--- src/rtl/unified_mem_arbiter.sv ---
// Arbiter sharing one single-ported unified memory between the fetch port
// and the data port. Data wins by default; a starvation counter forces a
// fetch grant after STARVE_LIMIT consecutive data grants taken while fetch
// was waiting. A per-access timer aborts accesses the memory never acks.
//
// state   | meaning
// --------+-----------------------------------------------------------
// IDLE    | no access in flight; arbitrate between if_req and d_req
// IF_BUSY | fetch access on the memory bus, waiting for mem_ack
// D_BUSY  | data access on the memory bus, waiting for mem_ack
module unified_mem_arbiter #(
    parameter int ADDR_W       = 32,
    parameter int DATA_W       = 32,
    parameter int STARVE_LIMIT = 4,
    parameter int TIMEOUT      = 16
) (
    input  logic              clk,
    input  logic              rst_n,
    input  logic              if_req,
    input  logic [ADDR_W-1:0] if_addr,
    output logic [DATA_W-1:0] if_rdata,
    output logic              if_ready,
    input  logic              d_req,
    input  logic              d_we,
    input  logic [ADDR_W-1:0] d_addr,
    input  logic [DATA_W-1:0] d_wdata,
    output logic [DATA_W-1:0] d_rdata,
    output logic              d_ready,
    output logic              mem_req,
    output logic              mem_we,
    output logic [ADDR_W-1:0] mem_addr,
    output logic [DATA_W-1:0] mem_wdata,
    input  logic [DATA_W-1:0] mem_rdata,
    input  logic              mem_ack,
    output logic              err
);

    localparam int SW = $clog2(STARVE_LIMIT + 1);
    localparam int TW = (TIMEOUT > 1) ? $clog2(TIMEOUT) : 1;
    localparam logic [SW-1:0] STARVE_MAX = SW'(STARVE_LIMIT);
    localparam logic [TW-1:0] TIMER_LAST = TW'(TIMEOUT - 1);

    typedef enum logic [1:0] {IDLE, IF_BUSY, D_BUSY} state_t;

    state_t            state, stateNext;
    logic [ADDR_W-1:0] addrQ, addrNext;
    logic [DATA_W-1:0] wdataQ, wdataNext;
    logic              weQ, weNext;
    logic [SW-1:0]     starveCnt, starveNext;
    logic [TW-1:0]     timer, timerNext;
    logic              errQ, errNext;

    logic busy;
    logic fetchPri;
    logic accessDone;
    logic timeoutHit;

    assign busy       = (state != IDLE);
    assign fetchPri   = if_req && (starveCnt == STARVE_MAX);
    assign accessDone = busy && (mem_ack || (timer == TIMER_LAST));
    assign timeoutHit = busy && !mem_ack && (timer == TIMER_LAST);

    // Memory bus is driven only from the latched request, never the live inputs.
    assign mem_req   = busy;
    assign mem_we    = weQ;
    assign mem_addr  = addrQ;
    assign mem_wdata = wdataQ;
    assign err       = errQ;

    // Ready is combinational with ack so the requester can advance on the same edge.
    assign if_ready = (state == IF_BUSY) && accessDone;
    assign d_ready  = (state == D_BUSY) && accessDone;
    assign if_rdata = timeoutHit ? '0 : mem_rdata;
    assign d_rdata  = timeoutHit ? '0 : mem_rdata;

    // State and latched-request registers.
    always_ff @(posedge clk or negedge rst_n) begin
        if (!rst_n) begin
            state     <= IDLE;
            addrQ     <= '0;
            wdataQ    <= '0;
            weQ       <= 1'b0;
            starveCnt <= '0;
            timer     <= '0;
            errQ      <= 1'b0;
        end else begin
            state     <= stateNext;
            addrQ     <= addrNext;
            wdataQ    <= wdataNext;
            weQ       <= weNext;
            starveCnt <= starveNext;
            timer     <= timerNext;
            errQ      <= errNext;
        end
    end

    // Arbitration, access completion and timeout.
    always_comb begin
        stateNext  = state;
        addrNext   = addrQ;
        wdataNext  = wdataQ;
        weNext     = weQ;
        starveNext = starveCnt;
        timerNext  = timer;
        errNext    = errQ;

        case (state)
            IDLE: begin
                timerNext = '0;
                if (mem_ack) begin
                    errNext = 1'b1;
                end
                if (d_req && !fetchPri) begin
                    stateNext = D_BUSY;
                    addrNext  = d_addr;
                    weNext    = d_we;
                    wdataNext = d_wdata;
                    if (if_req) begin
                        starveNext = (starveCnt == STARVE_MAX) ? STARVE_MAX : starveCnt + SW'(1);
                    end else begin
                        starveNext = '0;
                    end
                end else if (if_req) begin
                    stateNext  = IF_BUSY;
                    addrNext   = if_addr;
                    weNext     = 1'b0;
                    starveNext = '0;
                end
            end
            IF_BUSY, D_BUSY: begin
                if (timeoutHit) begin
                    errNext = 1'b1;
                end
                if (accessDone) begin
                    stateNext = IDLE;
                    timerNext = '0;
                end else begin
                    timerNext = timer + TW'(1);
                end
            end
            default: begin
                stateNext = IDLE;
            end
        endcase
    end

endmodule

--- config.mk ---
export PLATFORM = sky130hd
export DESIGN_NAME = unified_mem_arbiter
export DESIGN_NICKNAME = d
export VERILOG_FILES = /design/src/rtl/unified_mem_arbiter.sv
export SDC_FILE = /design/constraint.sdc
export NUM_CORES = 1
export LEC_CHECK = 0
export BUFFER_PORTS_ARGS = -buffer_cell sky130_fd_sc_hd__buf_2
export CAP_MARGIN = 20
export CORE_AREA = 2 2 115 95
export CTS_BUF_LIST = sky130_fd_sc_hd__clkbuf_8 sky130_fd_sc_hd__clkbuf_16
export DETAILED_ROUTE_END_ITERATION = 6
export DIE_AREA = 0 0 117 97
export GPL_TIMING_DRIVEN = 0
export HOLD_SLACK_MARGIN = 0.12
export PLACE_DENSITY = 0.86
export REMOVE_ABC_BUFFERS = 1
export SKIP_CTS_REPAIR_TIMING = 1
export SLEW_MARGIN = 25
export SYNTH_ARGS = -nofsm -noshare
export SYNTH_HDL_FRONTEND = slang
export SYNTH_SLANG_ARGS = --single-unit
export TNS_END_PERCENT = 20
--- constraint.sdc ---
create_clock -name clk -period 1.8 [get_ports clk]
set_input_delay 0.09 -clock clk [delete_from_list [all_inputs] [get_ports clk]]
set_output_delay 0.09 -clock clk [all_outputs]
set_load 0.05 [all_outputs]
# Word-level counts from Yosys, hierarchy flattened
# Cells that the tools add are included.
dict set report totals {
  ff_bits 75
  out_inout_bits 133
}
dict set report op_classes {
  n_addsub 2
  n_eq_ne 8
  n_mux 18
  reduce_logical 19
}
# op count
set op_table {}
lappend op_table {{2-to-1 mux 32 bit} 3}
lappend op_table {{2-to-1 mux 3 bit} 4}
lappend op_table {{case mux 4 bit (2 select lines)} 1}
lappend op_table {{logical AND 1 bit} 7}
lappend op_table {{2-to-1 mux 2 bit} 3}
lappend op_table {{!= test 2 bit, second input constant} 3}
lappend op_table {{AND reduction 2 bit} 3}
lappend op_table {{nonzero test 2 bit} 3}
lappend op_table {{adder 4 x 1 -> 4 bit, second input constant} 1}
lappend op_table {{equality test 4 bit, second input constant} 1}
lappend op_table {{2-to-1 mux 1 bit} 4}
lappend op_table {{2-to-1 mux 4 bit} 1}
lappend op_table {{case mux 2 bit (2 select lines)} 1}
lappend op_table {{adder 3 x 1 -> 3 bit, second input constant} 1}
lappend op_table {{equality test 3 bit, second input constant} 1}
lappend op_table {{!= test 3 bit, second input constant} 1}
lappend op_table {{AND reduction 3 bit} 1}
lappend op_table {{equality test 2 x 1 -> 1 bit, second input constant} 1}
lappend op_table {{equality test 2 bit, second input constant} 1}
lappend op_table {{logical NOT 1 bit} 2}
lappend op_table {{logical NOT 2 bit} 1}
lappend op_table {{case mux 1 bit (2 select lines)} 1}
lappend op_table {{OR reduction 2 bit} 1}
lappend op_table {{logical OR 1 bit} 1}

# Longest topological paths before layout
# Gate-level depths: netlist of the first run.
dict set report depth {
  ltp_word 6
  mapped_depth 7
  depth_no_buf 5
}

# Worst setup path after synthesis of the first run
# Ideal clock, no wire load.
dict set report synth_timing {
  path_kind {register -> output}
  startpoint {register state[0]}
  endpoint {output port d_ready}
  t_arrival_ns 2.254
  required_ns 1.710
  setup_slack_ns -0.544
  path_stages_with_launch 6
  n_path_buf 2
  cell_sequence {dfrtp_1 > inv_1 > ha_1 > buf_4 > clkbuf_1 > nor3b_1}
}
dict set report synth_via {
  elab_chain_len 3
}
# item line
set synth_rtl {}
lappend synth_rtl {{start: declaration} 45} ;# state_t state, stateNext;
lappend synth_rtl {{start signal: assignment} 87} ;# state <= stateNext;
lappend synth_rtl {{nonzero test 2 bit} 58} ;# assign busy = (state != IDLE);
lappend synth_rtl {{logical AND 1 bit} 60} ;# assign accessDone = busy && (mem_ack || (timer == TIMER_LAST));
lappend synth_rtl {{logical AND 1 bit *} 72} ;# assign d_ready = (state == D_BUSY) && accessDone;
lappend synth_rtl {{end: declaration} 28} ;# output logic d_ready,
# Every way passes the cells marked *; elsewhere a longest branch is shown, timed or not.

# Worst setup path after layout of the first run
dict set report layout_timing {
  startpoint {register timer[1]}
  endpoint {output port d_rdata[9]}
}
dict set report layout_via {
  elab_chain_len 3
}
# item line
set layout_rtl {}
lappend layout_rtl {{start: declaration} 50} ;# logic [TW-1:0] timer, timerNext;
lappend layout_rtl {{start signal: assignment} 92} ;# timer <= timerNext;
lappend layout_rtl {{equality test 4 bit} 61} ;# assign timeoutHit = busy && !mem_ack && (timer == TIMER_LAST);
lappend layout_rtl {{logical AND 1 bit} 61}
lappend layout_rtl {{2-to-1 mux 32 bit} 74} ;# assign d_rdata = timeoutHit ? '0 : mem_rdata;
lappend layout_rtl {{end: declaration} 27} ;# output logic [DATA_W-1:0] d_rdata,
# Every way passes these cells.

==> results of run 1 <==
logic make-up after synthesis:
logic type / count (synthesis) / synth area share
mux: 32 / 0.110
buf+inv: 69 / 0.111
flops: 75 / 0.440
compound gates: 55 / 0.132
simple gates: 153 / 0.186
fa+ha+maj: 7 / 0.0206
power groups by stage:
stage	clock network, uW	logic [uW]	registers, uW
final	1680	7710	3060
after global routing	1780	8060	3110
after CTS	1690	6720	2950
after detailed placement	0	6690	2970
after global placement	0	6450	2900
after floorplan	0	2380	5540
sequential cells by signal, indices dropped and copies added, names as in the netlist:
signal / flops
timer: 4
starveCnt: 3
mem_wdata: 32
mem_addr: 32
state: 2
err: 1
mem_we: 1
cell usage after synthesis (2+ instances only):
cell type / instances
and2_1: 33
o22ai_1: 3
nor3b_1: 2
ha_1: 7
buf_6: 10
buf_2: 6
nand2b_1: 2
clkbuf_1: 10
buf_4: 35
dfrtp_1: 75
o21ai_1: 2
inv_1: 7
o2111ai_1: 2
o21ai_0: 4
nand4_1: 33
nand3_1: 4
mux2_4: 29
mux2_2: 3
nand3_4: 2
nand2_1: 74
o211ai_1: 6
o211ai_2: 30
worst max-delay path by stage:
stage	from	endpoint	slack, ps	cells after the start
2_1_floorplan	state[0]	mem_wdata[0]	-920	4
3_3_place_gp	state[0]	mem_wdata[17]	-1580	4
3_5_place_dp	state[1]	mem_wdata[12]	-630	5
4_1_cts	state[1]	mem_wdata[12]	-650	5
5_1_grt	timer[1]	d_rdata[12]	-190	5
6_report	timer[1]	d_rdata[9]	-140	5
stage by stage:
stage	power, uW	std cells	setup WS, ps	util
floorplan	7920	330	-916	-
global placement	9350	736	-1580	0.526
detailed placement	9660	739	-632	0.535
CTS	11300	755	-653	0.562
global route	13000	880	-195	0.737
finish	12400	880	-144	0.737
cell type report:
class                           count  share of cell area
Timing Repair Buffer              383               0.395
Multi-Input combinational cell    253               0.288
Sequential cell                    75               0.252
Clock buffer                        9              0.0302
Tap cell                          140              0.0235
Clock inverter                      7             0.00604
Inverter                            8             0.00403
Antenna cell                        5             0.00168
worst min-delay path, cell delays in order:
cell      delay [ps]
buf_2             80
nand4_1          120
o211ai_2         100
metal layers:
metal | GRT usage | vias up | part of all wire
met5 | 0 | - | 0
met4 | 0.0633 | 0 | 0.051
met3 | 0.0407 | 87 | 0.082
met2 | 0.368 | 361 | 0.52
met1 | 0.238 | 2280 | 0.34
li1 | - | 2033 | -
==> results.yml, run 1 <==
synth:
  yosysWarnings: 0
  synth_top_area_share: 0.440
  post_synth.cell_area_avg_um2: 10.9
  synth_edf_count: 0
  synthTopCellsByArea: "dfrtp_1, mux2_4, o211ai_2"
  synthFlopType: "dfrtp_1"
  async_flop_share: 1.00
  synthDistinctLibCells: 34
  ys_seq_area_frac: 0.440
  ys_ff_latch: 75
  syn-cell-area_mm2: 0.00426
  synth_top_area_cell: "dfrtp_1"
  syn_inst: 391
layout:
  num-nets-final: 871
  syn2layout_area_growth_pct: 74.9
  nFillCells: 643
  final_cell_mix: "buf_2, dlygate4sd3_1, dfrtp_1"
  final_common_cell: "buf_2"
  multiInputGateArea_mm2: 0.00215
  drive_above_1_share: 0.570
  finalInstanceArea_mm2: 0.00745
  regArea_mm2: 0.00188
worst_setup_path:
  crit_slowest_cell: "or3_4"
  critPathTopFamily: "simple AND/OR/NAND/NOR gates"
  worstRegToRegCells: 7
  critical_path_class: "flip-flop to output pin"
  path_max_fanout: 8
  worstPathArrival_ps: 1850
  crit_chain: "ha_4 -> nand3_4 -> or3_4 -> and2_4 -> buf_6"
  crit_path_end_kind: "output pin"
  start_kind: "flip-flop"
  cpPeakStageDelay_ps: 490
  r2r_start: "state[0]"
  r2r-end: "mem_wdata[11]"
  path_buf_inv: 1
  r2r_slack_ps: -80
  critPathRequiredTime_ps: 1710
die:
  die_y_um: 97
  die_area_mm2: 0.0113
  ioPinCount: 267
  fp.coreArea_mm2: 0.0101
  rows: 33
  start_util: 0.421
  die_w_um: 117
route:
  detailroute.via_count: 4761
  viasPerCell: 5.41
  first_iter_violations: 551
  ant_nets: 0
  drc: 0
  totalWireLength_um: 18300
  wl_per_cell_um: 20.8
  drtPass1Iterations: 6
global_route:
  overflow: 0
  grt_max_degree: 43
  antenna_found_initial: 5
  track_usage: 0.203
  first_global_vias: 3759
  grt_pass1_wl_um: 18500
pwr:
  switching_power_uw: 6550
  clock_power_share: 0.135
  leakagePower_uw: 0.00369
  switching_share: 0.526
  power_frac_seq: 0.245
  comb_power_share: 0.619
  powerDensity_mw_per_mm2: 1670
  vdd_drop_max_uv: 663
  intPower_uw: 5900
flow_run:
  cap_violations: 0
run_status:
  status: "complete, but fails checks"
  violations: "negative setup slack"
placed_design:
  gp_congestion: 0.786
  placed_cell_area_mm2: 0.00541
  numPortBuffers: 266
  place_hpwl_um: 9040
cts:
  cts_tree: "done"
  cts_root_buffer: "clkbuf_16"
  h-tree-depth: 3
  path_clk_slew_ps: 60
  cts_made_buffers: 9
  clock_sinks: 75
  clock_path_buffers: 2
  clock_latency_ps: 330
timing:
  rsz0062_at_grt: "true"
  post-route-period-util: 1.08
  finalSetupViolCount: 88
  min_period_ps: 1940
  max_freq_mhz: 514
  maxSlewHeadroom: 0.351
  fin_hold_ws_ps: 99.9
  tightest_slew_ps: 970
  clock_skew_ps: 7.63
  fin_tns_setup_ps: -7720
  slew_viol_final: 0
  finalHoldViolations: 0
  worst_slack_ps: -144
worst_hold_path:
  hold_class: "input port to flip-flop"
  hold_path_depth: 3
  worstHoldStart: "d_addr[17]"
  holdPathEnd: "mem_addr[17]"
Note: power is estimated with default switching activity, not from simulation.
==> run 2, diff against run 1 <==
==> constraint.sdc (replaced) <==
create_clock -name clk -period 1.8 [get_ports clk]
set_input_delay 0 -clock clk [delete_from_list [all_inputs] [get_ports clk]]
set_output_delay 0 -clock clk [all_outputs]
set_load 0.05 [all_outputs]
==> results.yml, run 2 (same netlist as run 1, synthesis figures left out) <==
timing:
  post-route-period-util: 1.03
  finalHoldViolations: 0
  worst_slack_ps: -53.0
  slew_viol_final: 0
  clock_skew_ps: 9.34
  min_period_ps: 1850
  fin_hold_ws_ps: 217
  finalSetupViolCount: 61
  max_freq_mhz: 540
  maxSlewHeadroom: 0.340
  rsz0062_at_grt: "true"
  tightest_slew_ps: 986
placed_design:
  preCtsSetupSlack_ps: -632
  place_hpwl_um: 9040
  placed_cell_area_mm2: 0.00541
  numPortBuffers: 266
  dp.cells: 739
  gp_congestion: 0.786
global_route:
  first_global_vias: 3759
  overflow: 0
  track_usage: 0.203
  grt_pass1_wl_um: 18500
  grt_max_degree: 43
  antenna_found_initial: 6
layout:
  final_cell_mix: "buf_2, dlygate4sd3_1, dfrtp_1"
  final_common_cell: "buf_2"
  syn2layout_area_growth_pct: 72.6
  num-nets-final: 870
  drive_above_1_share: 0.552
  finalInstanceArea_mm2: 0.00736
  fin_cells: 879
worst_hold_path:
  hold_class: "input port to asynchronous set/reset pin"
run_status:
  violations: "negative setup slack"
  status: "complete, but fails checks"
worst_setup_path:
  critPathRequiredTime_ps: 2030
  path_max_fanout: 33
  worstRegToRegCells: 6
  crit_slowest_cell: "dfrtp_1"
  critical_path_class: "flip-flop to flip-flop"
  crit_path_end_kind: "flip-flop"
  r2r_start: "state[0]"
  r2r_slack_ps: -50
  worstPathArrival_ps: 2080
  r2r-end: "mem_addr[1]"
  crit_chain: "inv_2 -> ha_4 -> buf_16 -> o21a_4 -> nand2_1 -> o211ai_1"
  startpoint: "state[0]"
  start_kind: "flip-flop"
  endpoint: "mem_addr[1]"
  cpPeakStageDelay_ps: 430
pwr:
  power_frac_seq: 0.249
  switching_power_uw: 6550
  comb_power_share: 0.616
  intPower_uw: 5830
  clock_power_share: 0.136
  powerDensity_mw_per_mm2: 1680
  p_total_uw: 12400
  vdd_drop_max_uv: 702
  leakagePower_uw: 0.00364
  switching_share: 0.529
cts:
  h-tree-depth: 3
  cts_root_buffer: "clkbuf_16"
  cts_made_buffers: 9
  clock_path_buffers: 2
  cts_tree: "done"
  path_clk_slew_ps: 70
  clock_sinks: 75
  clock_latency_ps: 330
die:
  rows: 33
  fp.coreArea_mm2: 0.0101
  die_y_um: 97
  die_area_mm2: 0.0113
  ioPinCount: 267
  start_util: 0.421
  die_w_um: 117
route:
  totalWireLength_um: 18500
  ant_nets: 0
  viasPerCell: 5.52
  drtPass1Iterations: 5
  wl_per_cell_um: 21.1
  drc: 0
  detailroute.via_count: 4854
  first_iter_violations: 502
flow_run:
  cap_violations: 0
[run 2: critical path, delay by kind of cell (launching register included)]
family / cells / cell delay (ps)
AO/OA/AOI/OAI: 2 / 650
buffers and inverters: 2 / 310
adder cells (fa/ha/maj): 1 / 200
AND/OR/NAND/NOR: 1 / 140
flip-flops: 1 / 430
[run 2: cell type report]
type                    instances  area, um^2
diodes                          5        12.5
clock buffers                   9         225
clock inverters                 7        45.0
fillers                       634        2760
inverters                       8        30.0
multi-input cells             252        2100
flip-flops and latches         75        1880
well taps                     140         175
repair buffers                383        2890
[run 2: power groups by stage]
stage               clock network (uW)  registers (uW)  logic (uW)
detailed placement                   0            2970        6690
finish                            1680            3080        7620
global route                      1770            3130        7980
floorplan                            0            5540        2380
global placement                     0            2900        6450
CTS                               1690            2950        6720
[run 2: how the worst min path moves through the flow]
stage | depth (start not counted) | startpoint | slack (ps) | endpoint
global route | 2 | rst_n | 270 | mem_addr[30]
detailed placement | 1 | rst_n | 20 | mem_addr[4]
finish | 2 | rst_n | 220 | mem_addr[30]
floorplan | 0 | rst_n | -300 | err
CTS | 1 | rst_n | -330 | mem_wdata[6]
global placement | 2 | d_wdata[1] | 230 | mem_wdata[1]
[run 2: through the flow]
stage | setup TNS [ps] | utilization
floorplan | -109200 | -
global placement | -172700 | 0.526
detailed placement | -40830 | 0.535
CTS | -66610 | 0.562
global route | -6880 | 0.727
finish | -1640 | 0.727
[run 2: routing by layer]
layer | up-vias | part of all wire | track usage
met3 | 98 | 0.087 | 0.0407
met5 | - | 0.00076 | 0
met1 | 2317 | 0.34 | 0.238
li1 | 2031 | - | -
met2 | 406 | 0.52 | 0.368
met4 | 2 | 0.056 | 0.0633
==> run 3, diff against run 2 <==
--- a/config.mk
+++ b/config.mk
@@ -7,15 +7,14 @@
 export LEC_CHECK = 0
 export BUFFER_PORTS_ARGS = -buffer_cell sky130_fd_sc_hd__buf_2
 export CAP_MARGIN = 20
-export CORE_AREA = 2 2 115 95
+export CORE_AREA = 2 2 108 100
 export CTS_BUF_LIST = sky130_fd_sc_hd__clkbuf_8 sky130_fd_sc_hd__clkbuf_16
 export DETAILED_ROUTE_END_ITERATION = 6
-export DIE_AREA = 0 0 117 97
+export DIE_AREA = 0 0 110 102
 export GPL_TIMING_DRIVEN = 0
 export HOLD_SLACK_MARGIN = 0.12
 export PLACE_DENSITY = 0.86
 export REMOVE_ABC_BUFFERS = 1
-export SKIP_CTS_REPAIR_TIMING = 1
 export SLEW_MARGIN = 25
 export SYNTH_ARGS = -nofsm -noshare
 export SYNTH_HDL_FRONTEND = slang
==> results.yml, run 3 (same netlist as run 1, synthesis figures left out) <==
run_status:
  status: "complete, but fails checks"
  violations: "negative setup slack"
die:
  die_w_um: 110
  die_y_um: 102
  die_area_mm2: 0.0112
  ioPinCount: 267
  start_util: 0.425
  rows: 35
  fp.coreArea_mm2: 0.0100
worst_setup_path:
  critPathRequiredTime_ps: 1800
  worstRegToRegCells: 6
  crit_path_end_kind: "output pin"
  cpPeakStageDelay_ps: 430
  critical_path_class: "flip-flop to output pin"
  worstPathArrival_ps: 1840
  critPathTopFamily: "simple AND/OR/NAND/NOR gates"
  path_buf_inv: 2
  r2r_start: "state[1]"
  start_kind: "flip-flop"
  crit_chain: "inv_1 -> ha_4 -> or3_4 -> and2_1 -> buf_4"
  r2r_slack_ps: -20
  crit_slowest_cell: "or3_4"
  r2r-end: "mem_addr[13]"
  path_max_fanout: 8
route:
  drtPass1Iterations: 5
  viasPerCell: 5.46
  first_iter_violations: 476
  detailroute.via_count: 4743
  totalWireLength_um: 17600
  wl_per_cell_um: 20.2
  ant_nets: 0
  drc: 0
global_route:
  antenna_found_initial: 1
  grt_pass1_wl_um: 25100
  track_usage: 0.295
  grt_max_degree: 43
  overflow: 0
  first_global_vias: 4777
timing:
  maxSlewHeadroom: 0.361
  post-route-period-util: 1.02
  rsz0062_at_grt: "true"
  finalHoldViolations: 0
  tightest_slew_ps: 954
  clock_skew_ps: 16.1
  slew_viol_final: 0
  max_freq_mhz: 542
  finalSetupViolCount: 50
  worst_slack_ps: -44.3
  min_period_ps: 1840
layout:
  syn2layout_area_growth_pct: 73.4
  num-nets-final: 876
  final_common_cell: "buf_2"
  nFillCells: 562
  drive_above_1_share: 0.559
  finalInstanceArea_mm2: 0.00739
  final_cell_mix: "buf_2, dlygate4sd3_1, dfrtp_1"
  fin_util: 0.737
cts:
  path_clk_slew_ps: 80
  cts_tree: "done"
  cts_made_buffers: 9
  clock_path_buffers: 2
  h-tree-depth: 3
  cts_root_buffer: "clkbuf_8"
  clock_latency_ps: 340
  clock_sinks: 75
placed_design:
  placed_cell_area_mm2: 0.00540
  numPortBuffers: 266
  gp_congestion: 0.803
  place_hpwl_um: 8940
pwr:
  leakagePower_uw: 0.00369
  intPower_uw: 5760
  power_frac_seq: 0.251
  vdd_drop_max_uv: 1540
  switching_power_uw: 6330
  clock_power_share: 0.118
  switching_share: 0.524
  powerDensity_mw_per_mm2: 1640
  comb_power_share: 0.631
flow_run:
  cap_violations: 0
worst_hold_path:
  hold_class: "input port to asynchronous set/reset pin"
run 3: power groups by stage:
stage	combinational, uW	sequential [uW]	clock [uW]
3_5_place_dp	6670	2970	0
6_report	7630	3040	1430
5_1_grt	7930	3100	1540
2_1_floorplan	2380	5540	0
3_3_place_gp	6410	2930	0
4_1_cts	7280	2960	1480
run 3: final cells by class:
class / count / area (um^2) / area share
Clock inverter: 5 / 77.6 / 0.0105
Timing Repair Buffer: 389 / 3000 / 0.406
Tap cell: 129 / 161 / 0.0218
Clock buffer: 10 / 138 / 0.0186
Inverter: 8 / 30.0 / 0.00406
Sequential cell: 75 / 1880 / 0.254
Antenna cell: 1 / 2.50 / 0.000339
Multi-Input combinational cell: 252 / 2100 / 0.285
run 3: worst register-to-register path: stages (launching register included):
cell and delay (ps):
dfrtp_1 390, inv_1 140, ha_4 220, buf_4 260, o21ai_4 300, nand2_1 260
o211ai_2 130
run 3: how the worst max path moves through the flow:
stage	startpoint	to	slack, ps	depth (start not counted)
detailed placement	state[0]	mem_wdata[11]	-570	4
global placement	state[0]	mem_wdata[4]	-1560	4
floorplan	state[0]	mem_wdata[0]	-920	4
CTS	timer[0]	if_rdata[2]	-80	5
global route	timer[1]	d_ready	-110	5
finish	state[1]	if_rdata[5]	-40	5
run 3: metal layers:
metal | share of wire | wire length (um) | global-route usage
met3 | 0.10 | 1780 | 0.0938
met2 | 0.48 | 8520 | 0.498
met4 | 0.035 | 613 | 0.126
met1 | 0.38 | 6650 | 0.345
met5 | 0 | 0 | 0
run 3: what timing repair did:
item / 4_1_cts / 5_1_grt
resized for setup: 119 / 64
buffers inserted: 13 / 7
hold buffers: 100 / 0
endpoints found under the hold margin: 144 / 0
pin swaps: 7 / 30
gates cloned: 4 / 1
setup endpoints to repair: 137 / 113
run 3: metrics by stage:
step           setup TNS (ps)  worst slack (ps)  hold WS, ps  power, uW  std cells
2_1_floorplan         -109200              -916         -296       7920        330
3_3_place_gp          -168480             -1560          231       9340        725
3_5_place_dp           -37220              -565        -4.21       9640        728
4_1_cts                 -2020             -81.2          165      11700        860
5_1_grt                 -4400              -106          236      12600        869
6_report                -1080             -44.3          217      12100        869
